[config.mk]
export PLATFORM = sky130hd
export DESIGN_NAME = signed_alu_pipe
export DESIGN_NICKNAME = d
export VERILOG_FILES = /design/src/rtl/signed_alu_pipe.sv
export SDC_FILE = /design/constraint.sdc
export NUM_CORES = 1
export LEC_CHECK = 0
export CAP_MARGIN = 15
export CORE_MARGIN = 3
export CORE_UTILIZATION = 45
export CTS_BUF_LIST = sky130_fd_sc_hd__clkbuf_4 sky130_fd_sc_hd__clkbuf_8
export CTS_CLUSTER_SIZE = 16
export DETAILED_ROUTE_END_ITERATION = 8
export PLACE_DENSITY_LB_ADDON = 0.08
export RECOVER_POWER = 25
export SYNTH_ARGS = -nofsm -noshare
export SYNTH_HDL_FRONTEND = slang
export SYNTH_SLANG_ARGS = --single-unit
[constraint.sdc]
create_clock -name clk -period 5.16 [get_ports clk]
set_clock_uncertainty 0.05 [all_clocks]
set_input_delay 1.29 -clock clk [delete_from_list [all_inputs] [get_ports clk]]
set_output_delay 1.29 -clock clk [all_outputs]
set_load 0.01 [all_outputs]
[src/rtl/signed_alu_pipe.sv]
// ============================================================================
// Module   : signed_alu_pipe
// Brief    : Pipelined signed ADD/SUB/MUL/MAC ALU with valid/ready flow
//            control and per-result overflow/underflow flags.
//            Define ALU_SATURATE_EN to saturate results instead of wrapping.
// Revision : 1.0 - initial release
// ============================================================================
`default_nettype none

module signed_alu_pipe #(
  parameter int N   = 16,
  parameter int LAT = 2
) (
  input  logic         clk,
  input  logic         rst_n,
  input  logic         in_valid,
  output logic         in_ready,
  input  logic [1:0]   op,
  input  logic [N-1:0] a,
  input  logic [N-1:0] b,
  input  logic         acc_clr,
  output logic         out_valid,
  input  logic         out_ready,
  output logic [N-1:0] result,
  output logic         ov,
  output logic         uv,
  output logic [N-1:0] acc
);

  localparam int W = 2*N + 1;

  localparam logic [1:0] c_OP_ADD = 2'b00;
  localparam logic [1:0] c_OP_SUB = 2'b01;
  localparam logic [1:0] c_OP_MUL = 2'b10;
  localparam logic [1:0] c_OP_MAC = 2'b11;

  localparam logic signed [W-1:0] c_MAX = {{(N+2){1'b0}}, {(N-1){1'b1}}};
  localparam logic signed [W-1:0] c_MIN = {{(N+2){1'b1}}, {(N-1){1'b0}}};

  logic                vld_q [LAT];
  logic [N-1:0]        res_q [LAT];
  logic                ov_q  [LAT];
  logic                uv_q  [LAT];
  logic [N-1:0]        acc_q;
  logic [N-1:0]        acc_d;

  logic signed [W-1:0] w_a_x;
  logic signed [W-1:0] w_b_x;
  logic signed [W-1:0] w_acc_x;
  logic signed [W-1:0] w_full;
  logic                w_ov;
  logic                w_uv;
  logic [N-1:0]        w_clip;
  logic                w_stall;
  logic                w_accept;

  assign w_stall  = vld_q[LAT-1] && !out_ready;
  assign in_ready = !w_stall;
  assign w_accept = in_valid && !w_stall;

  // Everything is evaluated in 2N+1 bits, wide enough for any MAC result.
  assign w_a_x   = {{(N+1){a[N-1]}}, a};
  assign w_b_x   = {{(N+1){b[N-1]}}, b};
  assign w_acc_x = acc_clr ? '0 : {{(N+1){acc_q[N-1]}}, acc_q};

  always_comb begin
    w_full = '0;
    case (op)
      c_OP_ADD: w_full = w_a_x + w_b_x;
      c_OP_SUB: w_full = w_a_x - w_b_x;
      c_OP_MUL: w_full = w_a_x * w_b_x;
      c_OP_MAC: w_full = w_acc_x + w_a_x * w_b_x;
      default:  w_full = '0;
    endcase
  end

  assign w_ov = (w_full > c_MAX);
  assign w_uv = (w_full < c_MIN);

`ifdef ALU_SATURATE_EN
  assign w_clip = w_ov ? c_MAX[N-1:0] : (w_uv ? c_MIN[N-1:0] : w_full[N-1:0]);
`else
  assign w_clip = w_full[N-1:0];
`endif

  // The accumulator moves at acceptance so back-to-back MACs chain directly.
  always_comb begin
    acc_d = acc_q;
    if (w_accept && (op == c_OP_MAC)) begin
      acc_d = w_clip;
    end else if (acc_clr) begin
      acc_d = '0;
    end
  end

  always_ff @(posedge clk or negedge rst_n) begin
    if (!rst_n) begin
      acc_q <= '0;
    end else begin
      acc_q <= acc_d;
    end
  end

  always_ff @(posedge clk or negedge rst_n) begin
    if (!rst_n) begin
      for (int k = 0; k < LAT; k++) begin
        vld_q[k] <= 1'b0;
        res_q[k] <= '0;
        ov_q[k]  <= 1'b0;
        uv_q[k]  <= 1'b0;
      end
    end else if (!w_stall) begin
      for (int k = LAT-1; k > 0; k--) begin
        vld_q[k] <= vld_q[k-1];
        res_q[k] <= res_q[k-1];
        ov_q[k]  <= ov_q[k-1];
        uv_q[k]  <= uv_q[k-1];
      end
      vld_q[0] <= w_accept;
      if (w_accept) begin
        res_q[0] <= w_clip;
        ov_q[0]  <= w_ov;
        uv_q[0]  <= w_uv;
      end
    end
  end

  assign out_valid = vld_q[LAT-1];
  assign result    = res_q[LAT-1];
  assign ov        = ov_q[LAT-1];
  assign uv        = uv_q[LAT-1];
  assign acc       = acc_q;

endmodule

`default_nettype wire

==> results.txt, run 1 <==
- The highest metal layer carrying signal wires in the routed design is met4.
* Setup repair after global routing missed its margin: true
- Antenna-violating nets left: 0
* Area Growth Syn to Fin: 42.6%
* Highest Clock Rate: 114 MHz
* Status: finished with violations
* Violated checks: max-capacitance violations, max-slew violations, negative setup slack
- The initial antenna violation count was 0.
* Critical path class: primary input to flip-flop
- In the final routed layout, each cell accounts on average for 18.6 um.
- Crit-path max cell delay: 0.57 ns
- Core Region: 35,700 um^2
* Crit Path Max Fanout: 8
- Subtracting the final worst setup slack from the clock period gives 8.80 ns.
- Clock tree synthesis found a total of 54 sinks.
* Most used cell along the critical path: sky130_fd_sc_hd__fa_1
- After clock tree synthesis, the clock-pin slew on the worst setup and hold paths is 0.10 ns.
- Fraction of layout cells with a size suffix above 1: 36.3%
* Cts bufs inserted: 5
* Total of flip-flops plus latches after synthesis: 54
- Number of max-slew violations in the final report: 55
* Number of instances in the synthesized netlist: 1,908
- The worst pin sits at a relative slew slack of -90.3%.
- Final WS setup: -3.64 ns
- The worst setup path is launched from a primary input.
- Post-route DRC: 0
- Share of async-settable or async-resettable flops after synthesis: 100%
- Worst path bufs/invs: 9
- Overall via count from detail_route: 15,100
* Worst slew pin tran: 2.85 ns
* Post-synth top area cell: sky130_fd_sc_hd__fa_1
- The floorplan step set the die height to 196 um.
- The die covers 38,600 um^2.
- Worst Path Arrival: 8.94 ns
* Total track usage: 28.3%
- Synthesis produced a netlist with a net count of 2,361.
* Standard-cell rows: 69
- The number of global-route vias before repair came to 16,500.
- The first global-routing pass estimated 87,300 um of wire.
- The initial utilization of the core area, before any placement, comes to 45.7%.
- Across the run, the number of max-cap violations was 1.
- The netlist uses 90 different library cells.
- Cell at the root of the clock tree: sky130_fd_sc_hd__clkbuf_8
- The average instance in the mapped netlist occupies 8.55 um^2.
- Dominant register cell in the synthesized netlist: sky130_fd_sc_hd__dfrtp_1
- The kind of cell with the highest combined delay along the critical path is adder cells.
* Total wire length: 53,400 um
* Routability-driven placement congestion ratio: 0.903
- After global routing the overflow that remains totals 0.
- Worst hold slack: 0.430 ns
- Detailed routing placed a total of 26,200 um of wire on met2.
- sky130_fd_sc_hd__inv_1 is the most common cell in the netlist.
- In this run the biggest area consumer among cell types represents 32.5% of the synthesized area.
- Entering global routing, the biggest net connects 55 pins.
* Number of input and output port buffers inserted: 74
* Type of element capturing the critical path: flip-flop
- Via count normalized by instance count: 5.28
- Most instantiated cells after synthesis: sky130_fd_sc_hd__inv_1, sky130_fd_sc_hd__fa_1, sky130_fd_sc_hd__nand2_1
- Number of inserted diodes: 0
* Hold WC Path Type: flip-flop to flip-flop
- Detailed routing placed a total of 2000 um of wire on met3.
* Insertion delay of the later-clocked pin in the worst-skew pair: 0.33 ns
- Hold repair after CTS inserted 0 buffers.
- Setup violations remaining at the end of the flow were counted as 23.
* Number of H-tree levels: 2
- Starting DRT DRC Count: 947
- First-pass DRT Iterations: 5
- Setup total negative slack on the finished layout was measured at -42.31 ns.
- Width of the die: 196 um
- The clock passes through at most 2 buffers.
- I/O pin count: 75
* Post-synthesis cell area: 16,300 um^2
- The final critical path takes up 171% of the cycle.
- Portion of the post-synthesis area used by sequential elements: 8.28%
- Yosys warnings: 0
* Cell types occupying the most area after synthesis: sky130_fd_sc_hd__fa_1, sky130_fd_sc_hd__ha_1, sky130_fd_sc_hd__dfrtp_1
* Number of enable-type register cells in the synthesized netlist: 0
* Clock tree from TritonCTS: done
- Required time at the worst-slack endpoint: 5.30 ns
* Final hold violation count: 0
- Net total in the final layout: 2,857
- Placed wire-length estimate after detailed placement: 42,900 um
* Wire length on met1: 23,800 um
- The slowest stage of the critical path belongs to the cell sky130_fd_sc_hd__fa_1.
routing by layer:
metal / GRT usage (%) / vias up
li1: - / 7119
met1: 39.5 / 7635
met2: 48.9 / 298
met3: 2.24 / 87
met4: 6.02 / 0
met5: 0 / -
repair_timing:
item | CTS | global route
resized for setup | 277 | 136
endpoints found under the setup margin | 26 | 26
gates cloned | 9 | 0
pin swaps | 143 | 130
buffers inserted | 71 | 26
cells in the final DEF (no fill, tap or decap), types with 11 or more instances in the layout:
| master | Yosys | layout |
|---|---|---|
| sky130_fd_sc_hd__o211ai_1 | 11 | 11 |
| sky130_fd_sc_hd__o21ai_2 | 3 | 20 |
| sky130_fd_sc_hd__xor2_1 | 22 | 18 |
| sky130_fd_sc_hd__nor2_1 | 99 | 88 |
| sky130_fd_sc_hd__o21bai_1 | 16 | 14 |
| sky130_fd_sc_hd__o21ai_1 | 9 | 20 |
| sky130_fd_sc_hd__o21a_1 | 15 | 15 |
| sky130_fd_sc_hd__nor2b_1 | 25 | 23 |
| sky130_fd_sc_hd__clkdlybuf4s50_1 | 0 | 40 |
| sky130_fd_sc_hd__xnor2_1 | 42 | 33 |
| sky130_fd_sc_hd__nand4_1 | 14 | 14 |
| sky130_fd_sc_hd__o21ai_0 | 66 | 36 |
| sky130_fd_sc_hd__and2_1 | 96 | 69 |
| sky130_fd_sc_hd__nand2b_1 | 20 | 19 |
| sky130_fd_sc_hd__dfrtp_1 | 54 | 54 |
| sky130_fd_sc_hd__fa_1 | 265 | 242 |
| sky130_fd_sc_hd__ha_4 | 0 | 46 |
| sky130_fd_sc_hd__ha_1 | 149 | 95 |
| sky130_fd_sc_hd__nand2_1 | 198 | 185 |
| sky130_fd_sc_hd__buf_4 | 18 | 428 |
| sky130_fd_sc_hd__nand3_1 | 20 | 16 |
| sky130_fd_sc_hd__buf_6 | 1 | 52 |
| sky130_fd_sc_hd__and2_4 | 0 | 27 |
| sky130_fd_sc_hd__a21oi_1 | 91 | 65 |
| sky130_fd_sc_hd__a21o_1 | 33 | 33 |
| sky130_fd_sc_hd__inv_1 | 352 | 308 |
| sky130_fd_sc_hd__buf_12 | 0 | 21 |
| sky130_fd_sc_hd__fa_2 | 0 | 23 |
| sky130_fd_sc_hd__mux2_2 | 31 | 25 |
| sky130_fd_sc_hd__nor3_1 | 29 | 24 |
| sky130_fd_sc_hd__a21oi_2 | 0 | 18 |
| sky130_fd_sc_hd__inv_2 | 1 | 38 |
worst reg2reg max path: stages, from the launching register on:
cell and delay (ns):
sky130_fd_sc_hd__dfrtp_1 0.38, sky130_fd_sc_hd__nor2b_1 0.26, sky130_fd_sc_hd__ha_1 0.21, sky130_fd_sc_hd__inv_1 0.07
sky130_fd_sc_hd__fa_1 0.47, sky130_fd_sc_hd__nor2b_1 0.21, sky130_fd_sc_hd__o31ai_1 0.15, sky130_fd_sc_hd__o31a_1 0.38
sky130_fd_sc_hd__buf_4 0.17, sky130_fd_sc_hd__nand4_1 0.13, sky130_fd_sc_hd__nand3_2 0.12, sky130_fd_sc_hd__mux2_4 0.31
sky130_fd_sc_hd__o211ai_1 0.22, sky130_fd_sc_hd__nand4_1 0.12, sky130_fd_sc_hd__or3b_1 0.40, sky130_fd_sc_hd__nor4b_2 0.22
sky130_fd_sc_hd__a41oi_1 0.14
logic make-up after synthesis:
| family | Yosys count | synth area share [%] |
|---|---|---|
| fa+ha+maj | 414 | 44.0 |
| mux | 43 | 3.04 |
| compound gates | 347 | 14.5 |
| buf+inv | 446 | 10.8 |
| simple gates | 540 | 16.0 |
| flops | 54 | 8.28 |
| xor+xnor | 64 | 3.44 |
flip-flops by register name (all words and copies together), names as in the netlist:
| register | cells |
|---|---|
| res_q | 16 |
| acc | 16 |
| vld_q | 1 |
| uv | 1 |
| ov_q | 1 |
| ov | 1 |
| out_valid | 1 |
| result | 16 |
| uv_q | 1 |
area by class of cell:
class,count,area (um^2)
clock buffer,5,68.8
timing repair buffer,580,5100
inverter,355,1370
clock inverter,3,23.8
fill,3009,12400
tap,461,577
multi-input combinational,1408,14800
sequential,54,1350
through the flow:
| stage | utilization [%] | instance area (um^2) | setup slack [ns] | instances |
|---|---|---|---|---|
| after floorplan | - | 17100 | -3.40 | 1908 |
| after detailed placement | 58.8 | 20900 | -4.48 | 2756 |
| after global placement | 58.8 | 20900 | -4.47 | 2756 |
| final | 65.3 | 23300 | -3.64 | 2866 |
| after CTS | 63.7 | 22700 | -3.69 | 2844 |
| after global routing | 65.3 | 23300 | -3.94 | 2866 |
final timing paths:
kind	startpoint	slack, ns	cells past startpoint	endpoint
setup / recovery	b[6]	-3.64	35	uv_q[1]
hold / removal	vld_q[1]	0.43	1	out_valid
setup reg to reg	acc[0]	1.01	16	uv_q[1]
hold reg to reg	vld_q[1]	0.43	1	out_valid
max in group asynchronous	rst_n	1.53	2	uv_q[1]
min in group asynchronous	rst_n	1.92	2	res_q[19]
Power of run 1 is not shown: default switching activity piles up to over one toggle a cycle in this logic, so the estimate is an artifact.
==> inputs of run 2 (changes only) <==
- CORE_UTILIZATION: 45 -> 57
==> results.txt, run 2 (synthesis results as in run 1) <==
- Leaving out fill and tap cells, the most frequent cells in the layout are sky130_fd_sc_hd__buf_4, sky130_fd_sc_hd__inv_1, sky130_fd_sc_hd__fa_1, sky130_fd_sc_hd__nand2_1, sky130_fd_sc_hd__ha_1.
- Required time at the worst-slack endpoint: 5.30 ns (about the same)
- Initial antenna violation count: 1 (+1)
- I/O pin count: 75 (unchanged)
- The min-delay analysis places its worst path in the category flip-flop to flip-flop.
* Critical path class: primary input to flip-flop
* Type of element capturing the critical path: flip-flop
* Overall via count from detail_route: 16,500 (+8.7%)
- The area of the die came to 30,700 um^2 (-20%).
- The max-slew violation total from the final report came to 55 (unchanged).
- The per-cell routed wire length was 21.4 um (+15%).
- The final cell utilization of the core is 83.5% (+18 points).
* Antenna-violating nets left: 0 (unchanged)
- Leading cell type in the layout, fill and taps excluded: sky130_fd_sc_hd__buf_4
* Clock edge transition at the registers on the reported setup and hold paths: 0.11 ns (about the same)
* Number of H-tree levels: 2 (unchanged)
- Status: finished with violations
- The TritonCTS sink count was 54 (unchanged).
- The total core area was 28,000 um^2 (-21%).
- Starting DRT DRC Count: 1,447 (+53%)
* Initial Utilization: 58.2% (+12 points)
- Clock tree from TritonCTS: done
* Vias in the first global route: 17,500 (+5.9%)
* Fraction of layout cells with a size suffix above 1: 37.1% (+0.82 points)
- The final global-route overflow total is 0 (unchanged).
- Pin count of the biggest net entering global routing: 55 (unchanged)
- Number of input and output port buffers inserted: 74 (unchanged)
- The width of the die was 175 um (-11%).
- Largest delay contributor family on the critical path: adder cells
- Worst path bufs/invs: 5 (-4)
- Max Cap Viol: 1 (unchanged)
- The final number of hold-violating endpoints is 0 (unchanged).
- Cell at the root of the clock tree: sky130_fd_sc_hd__clkbuf_8
- The number of iterations in the first detailed-routing pass was 6 (+1).
* Crit path max-delay cell type: sky130_fd_sc_hd__fa_2
* Worst Path Arrival: 9.00 ns (+0.06 ns)
- The checks that failed: max-capacitance violations, max-slew violations, negative setup slack.
* Highest Clock Rate: 113 MHz (-0.64%)
- The highest fanout seen on the critical path is 7 (-1).
- Number of inserted diodes: 0 (unchanged)
* Net total in the final layout: 2,871 (+0.49%)
- The total wire length after detailed routing is 59,800 um (+12%).
* Buffers from clock root to sink, at most: 2 (unchanged)
- Normalized max-slew margin: -91.6% (-1.4 points)
- Critical Path Start Type: primary input
- Final setup violation count: 24 (+4.3%)
- Placed wire-length estimate after detailed placement: 42,400 um (-1.1%)
* Routability-driven placement congestion ratio: 0.941 (+4.2%)
* Crit-path max cell delay: 0.65 ns (+0.08 ns)
- Vertical extent of the die: 175 um (-11%)
* Post-route DRC: 0 (unchanged)
* Final Cycle Share: 172% (+1.1 points)
- Worst slew pin tran: 2.87 ns (+0.0204 ns)
* Insertion delay of the later-clocked pin in the worst-skew pair: 0.33 ns (about the same)
* Wire length of the first global-routing pass: 91,700 um (+5.0%)
- The area growth from synthesis to layout is 43.3%.
* Minimum clock period: 8.86 ns (+0.0570 ns)
- Cts bufs inserted: 5 (unchanged)
- Final WS setup: -3.70 ns (-0.0570 ns)
- CTS Hold Bufs: 0 (unchanged)
- Standard-cell rows: 61 (-12%)
- Setup repair after global routing could not meet its margin everywhere.
* Total track usage: 37.9% (+9.6 points)
- The number of vias per cell after detailed routing was 5.88 (+11%).
==> run 2: cell types whose count changed in the layout (fill, tap and decap cells not counted), sizes merged <==
cell and change:
buf +14, clkinv +2, inv +1, bufbuf -1
clkdlybuf4s15 +7, dlygate4sd2 -1, clkbuf -4, dlymetal6s2s -1
clkinvlp -3
==> run 2: area by class of cell <==
cell class,instances,area [um^2]
clock buffer,5,68.8
clock inverter,3,28.8
inverter,355,1350
tap,378,473
fill,1626,4630
sequential,54,1350
multi-input combinational,1408,14900
timing repair buffer,594,5220
==> run 2: through the flow <==
stage	cell area, um^2	hold slack (ns)	setup WS, ns	TNS, ns	instances
after floorplan	17100	0.385	-3.40	-31.35	1908
after global placement	20800	0.393	-4.36	-64.35	2678
after detailed placement	20800	0.405	-4.53	-65.58	2678
after CTS	22800	0.430	-3.61	-42.28	2777
after global routing	23400	0.455	-3.96	-48.51	2797
final	23400	0.429	-3.70	-44.78	2797
==> run 2: repair_timing <==
item | CTS | global route
endpoints found under the setup margin | 26 | 26
pin swaps | 150 | 67
gates resized for setup | 347 | 98
gates cloned | 13 | 0
setup buffers | 83 | 26
==> run 2: worst paths after layout <==
path | startpoint | to | slack [ns] | cells after the start
max | a[6] | uv_q[1] | -3.70 | 30
max reg2reg | acc[0] | uv_q[1] | 0.95 | 16
max in group asynchronous | rst_n | uv_q[1] | 1.50 | 2
min reg2reg | vld_q[1] | out_valid | 0.43 | 1
min | vld_q[1] | out_valid | 0.43 | 1
min in group asynchronous | rst_n | acc[1] | 1.92 | 2
==> run 2: worst register-to-register path, delay by kind of cell (launching register included) <==
kind            cells  cell delay [ns]
simple gates        7             1.43
buf+inv             2             0.25
fa+ha+maj           2             0.69
mux                 1             0.31
flops               1             0.39
compound gates      4             0.94
==> run 2: layer usage <==
layer / vias to the layer above / global-route usage (%) / share of wire [%]
met5: - / 0 / 0.022
li1: 7164 / - / -
met3: 286 / 7.54 / 8.4
met4: 2 / 15.0 / 5.9
met2: 896 / 65.5 / 49
met1: 8109 / 46.8 / 37
Power of run 2 is left out for the same reason.
==> inputs of run 3 (changes only) <==
- DONT_BUFFER_PORTS: default -> 1
==> results.txt, run 3 (synthesis results as in run 1) <==
* Initial Utilization: 58.2% (unchanged)
- The number of iterations in the first detailed-routing pass is 5 (-1).
* Max Cap Viol: 0 (-1)
- Worst slew pin tran: 1.01 ns (-1.86 ns)
- Crit path max-delay cell type: sky130_fd_sc_hd__fa_2
- Via count normalized by instance count: 5.69 (-3.3%)
- The total wire length after detailed routing is 49,100 um (-18%).
* Overall via count from detail_route: 14,400 (-13%)
- The flow ran to the end, but the final reports show violations.
- Met3 Track Usage GR: 4.69% (-2.8 points)
- Area Growth Syn to Fin: 25.9%
- Insertion delay of the later-clocked pin in the worst-skew pair: 0.33 ns (about the same)
- Crit-path max cell delay: 0.56 ns (-0.09 ns)
- The critical path starts at a[7].
* Fraction of layout cells with a size suffix above 1: 29.5% (-7.6 points)
- Met2 GRT Util: 57.0% (-8.5 points)
- Clock tree from TritonCTS: done
* Routability-driven placement congestion ratio: 0.942 (about the same)
* Vertical extent of the die: 175 um (unchanged)
- The count of cells along the worst hold path was 1 (unchanged).
- Total negative setup slack: -35.98 ns (+8.81 ns)
- The overall global routing resource usage came to 32.4% (-5.5 points).
* Antenna-violating nets left: 0 (unchanged)
- The final reports fail on negative setup slack.
* Pin count of the biggest net entering global routing: 55 (unchanged)
- The achievable clock frequency was 116 MHz (+3.1%).
- The net total in the final layout was 2,596 (-9.6%).
- In the layout the commonest cells are sky130_fd_sc_hd__inv_1, sky130_fd_sc_hd__buf_4, sky130_fd_sc_hd__fa_1, sky130_fd_sc_hd__nand2_1, sky130_fd_sc_hd__ha_1.
- Die area: 30,700 um^2 (unchanged)
* Final hold violation count: 0 (unchanged)
- STA classifies the critical path endpoint as a flip-flop.
- Final WS setup: -3.44 ns (+0.264 ns)
* Worst Path Arrival: 8.74 ns (-0.26 ns)
* Starting DRT DRC Count: 828 (-43%)
- The critical path in this run is classified as primary input to flip-flop.
* Cts bufs inserted: 5 (unchanged)
- Post-route DRC: 0 (unchanged)
- The H-tree depth is 2 (unchanged).
- Setup repair after global routing could not meet its margin everywhere.
- Buffers from clock root to sink, at most: 2 (unchanged)
* Initial antenna violation count: 0 (-1)
- The ratio of final minimum period to clock period was 167% (-5.1 points).
* Cell at the root of the clock tree: sky130_fd_sc_hd__clkbuf_8
- Vias in the first global route: 15,400 (-12%)
* Clock tree sinks: 54 (unchanged)
* Global route overflow: 0 (unchanged)
* Critical register-to-register path startpoint: acc[0]
- Most used cell along the critical path: sky130_fd_sc_hd__fa_1
- The clock transition at the registers of the reported paths came to 0.10 ns (about the same).
* I/O pin count: 75 (unchanged)
- Global routing met1 resource utilization: 42.0% (-4.8 points)
- For hold timing, the worst endpoint is out_valid.
* Fill count: 2,142 (+32%)
* Hold WC Path Type: flip-flop to flip-flop
- Number of inserted diodes: 0 (unchanged)
- Grt peak-use layer: met2
- The highest fanout seen on the critical path was 17 (+10).
* Leading cell type in the layout, fill and taps excluded: sky130_fd_sc_hd__inv_1
* Number of max-slew violations in the final report: 0 (-100%)
* Wire length of the first global-routing pass: 79,700 um (-13%)
- Standard-cell rows: 61 (unchanged)
* Mean routed wirelength per cell: 19.5 um (-9.0%)
- Critical Path Start Type: primary input
* Normalized max-slew margin: 32.2% (+120 points)
* Placed wire-length estimate after detailed placement: 38,600 um (-8.9%)
- The final-report setup violation count was 21 (-13%).
- The worst hold path begins at vld_q[1].
- The number of cells on the worst reg-to-reg path is 16 (unchanged).
- Number of input and output port buffers inserted: 0 (-100%)
- The minimum clock period came to 8.60 ns (-0.264 ns).
* Core Region: 28,000 um^2 (unchanged)
- Terminus of the critical flop-to-flop path: uv_q[1]
- The cts-stage hold buffer count was 0 (unchanged).
- Required time at the worst-slack endpoint: 5.30 ns (about the same)
- Width of the die: 175 um (unchanged)
- The setup slack on the worst flop-to-flop path is 0.85 ns (-0.10 ns).
## run 3: changes by cell type in the layout (fill, tap and decap cells not counted), sizes merged
cell | before | now
dlygate4sd2 | 8 | 0
clkdlybuf4s15 | 7 | 0
clkinv | 4 | 2
buf | 533 | 318
clkinvlp | 2 | 6
bufbuf | 2 | 0
clkbuf | 9 | 6
inv | 352 | 349
bufinv | 0 | 1
clkdlybuf4s50 | 40 | 0
## run 3: through the flow
step / instances / hold WS (ns) / cell area (um^2) / setup WS, ns / util (%)
after CTS: 2499 / 0.419 / 20000 / -3.27 / 71.2
after detailed placement: 2469 / 0.397 / 18900 / -3.83 / 67.5
after global routing: 2522 / 0.460 / 20500 / -3.64 / 73.3
after global placement: 2469 / 0.392 / 18900 / -3.69 / 67.5
final: 2522 / 0.416 / 20500 / -3.44 / 73.3
after floorplan: 1908 / 0.385 / 17100 / -3.40 / -
## run 3: routing by layer
metal | share of wire (%) | routed length [um]
met4 | 3.3 | 1610
met2 | 50 | 24700
met5 | 0 | 0
met1 | 40 | 19800
met3 | 5.9 | 2880
## run 3: final cells by class
cell class / count / area (um^2) / share of cell area (%)
Multi-Input combinational cell: 1408 / 14700 / 71.7
Timing Repair Buffer: 318 / 2490 / 12.1
Inverter: 355 / 1370 / 6.65
Sequential cell: 54 / 1350 / 6.58
Tap cell: 378 / 473 / 2.30
Clock buffer: 6 / 82.6 / 0.402
Clock inverter: 2 / 38.8 / 0.189
Timing Repair inverter: 1 / 7.51 / 0.0365
## run 3: worst max path at each step
| stage | to | slack [ns] | cells after the start |
|---|---|---|---|
| 2_1_floorplan | uv_q[1] | -3.40 | 33 |
| 3_3_place_gp | uv_q[1] | -3.69 | 31 |
| 3_5_place_dp | uv_q[1] | -3.83 | 29 |
| 4_1_cts | uv_q[1] | -3.27 | 28 |
| 5_1_grt | uv_q[1] | -3.64 | 28 |
| 6_report | uv_q[1] | -3.44 | 28 |
## run 3: worst max-delay path, delay by kind of cell
family | cells | cell delay, ns
xor gates and xnor gates | 1 | 0.14
AOI/OAI and AO/OA | 10 | 1.81
and+or+nand+nor | 6 | 1.59
buffers and inverters | 3 | 0.25
adders and majority gates | 8 | 3.66
## run 3: timing repair
action / in CTS / in global routing
cloned: 1 / 0
endpoints found under the setup margin: 24 / 24
buffers inserted: 22 / 26
gates resized for setup: 148 / 79
pin swaps: 88 / 70
Power of run 3 is left out for the same reason.
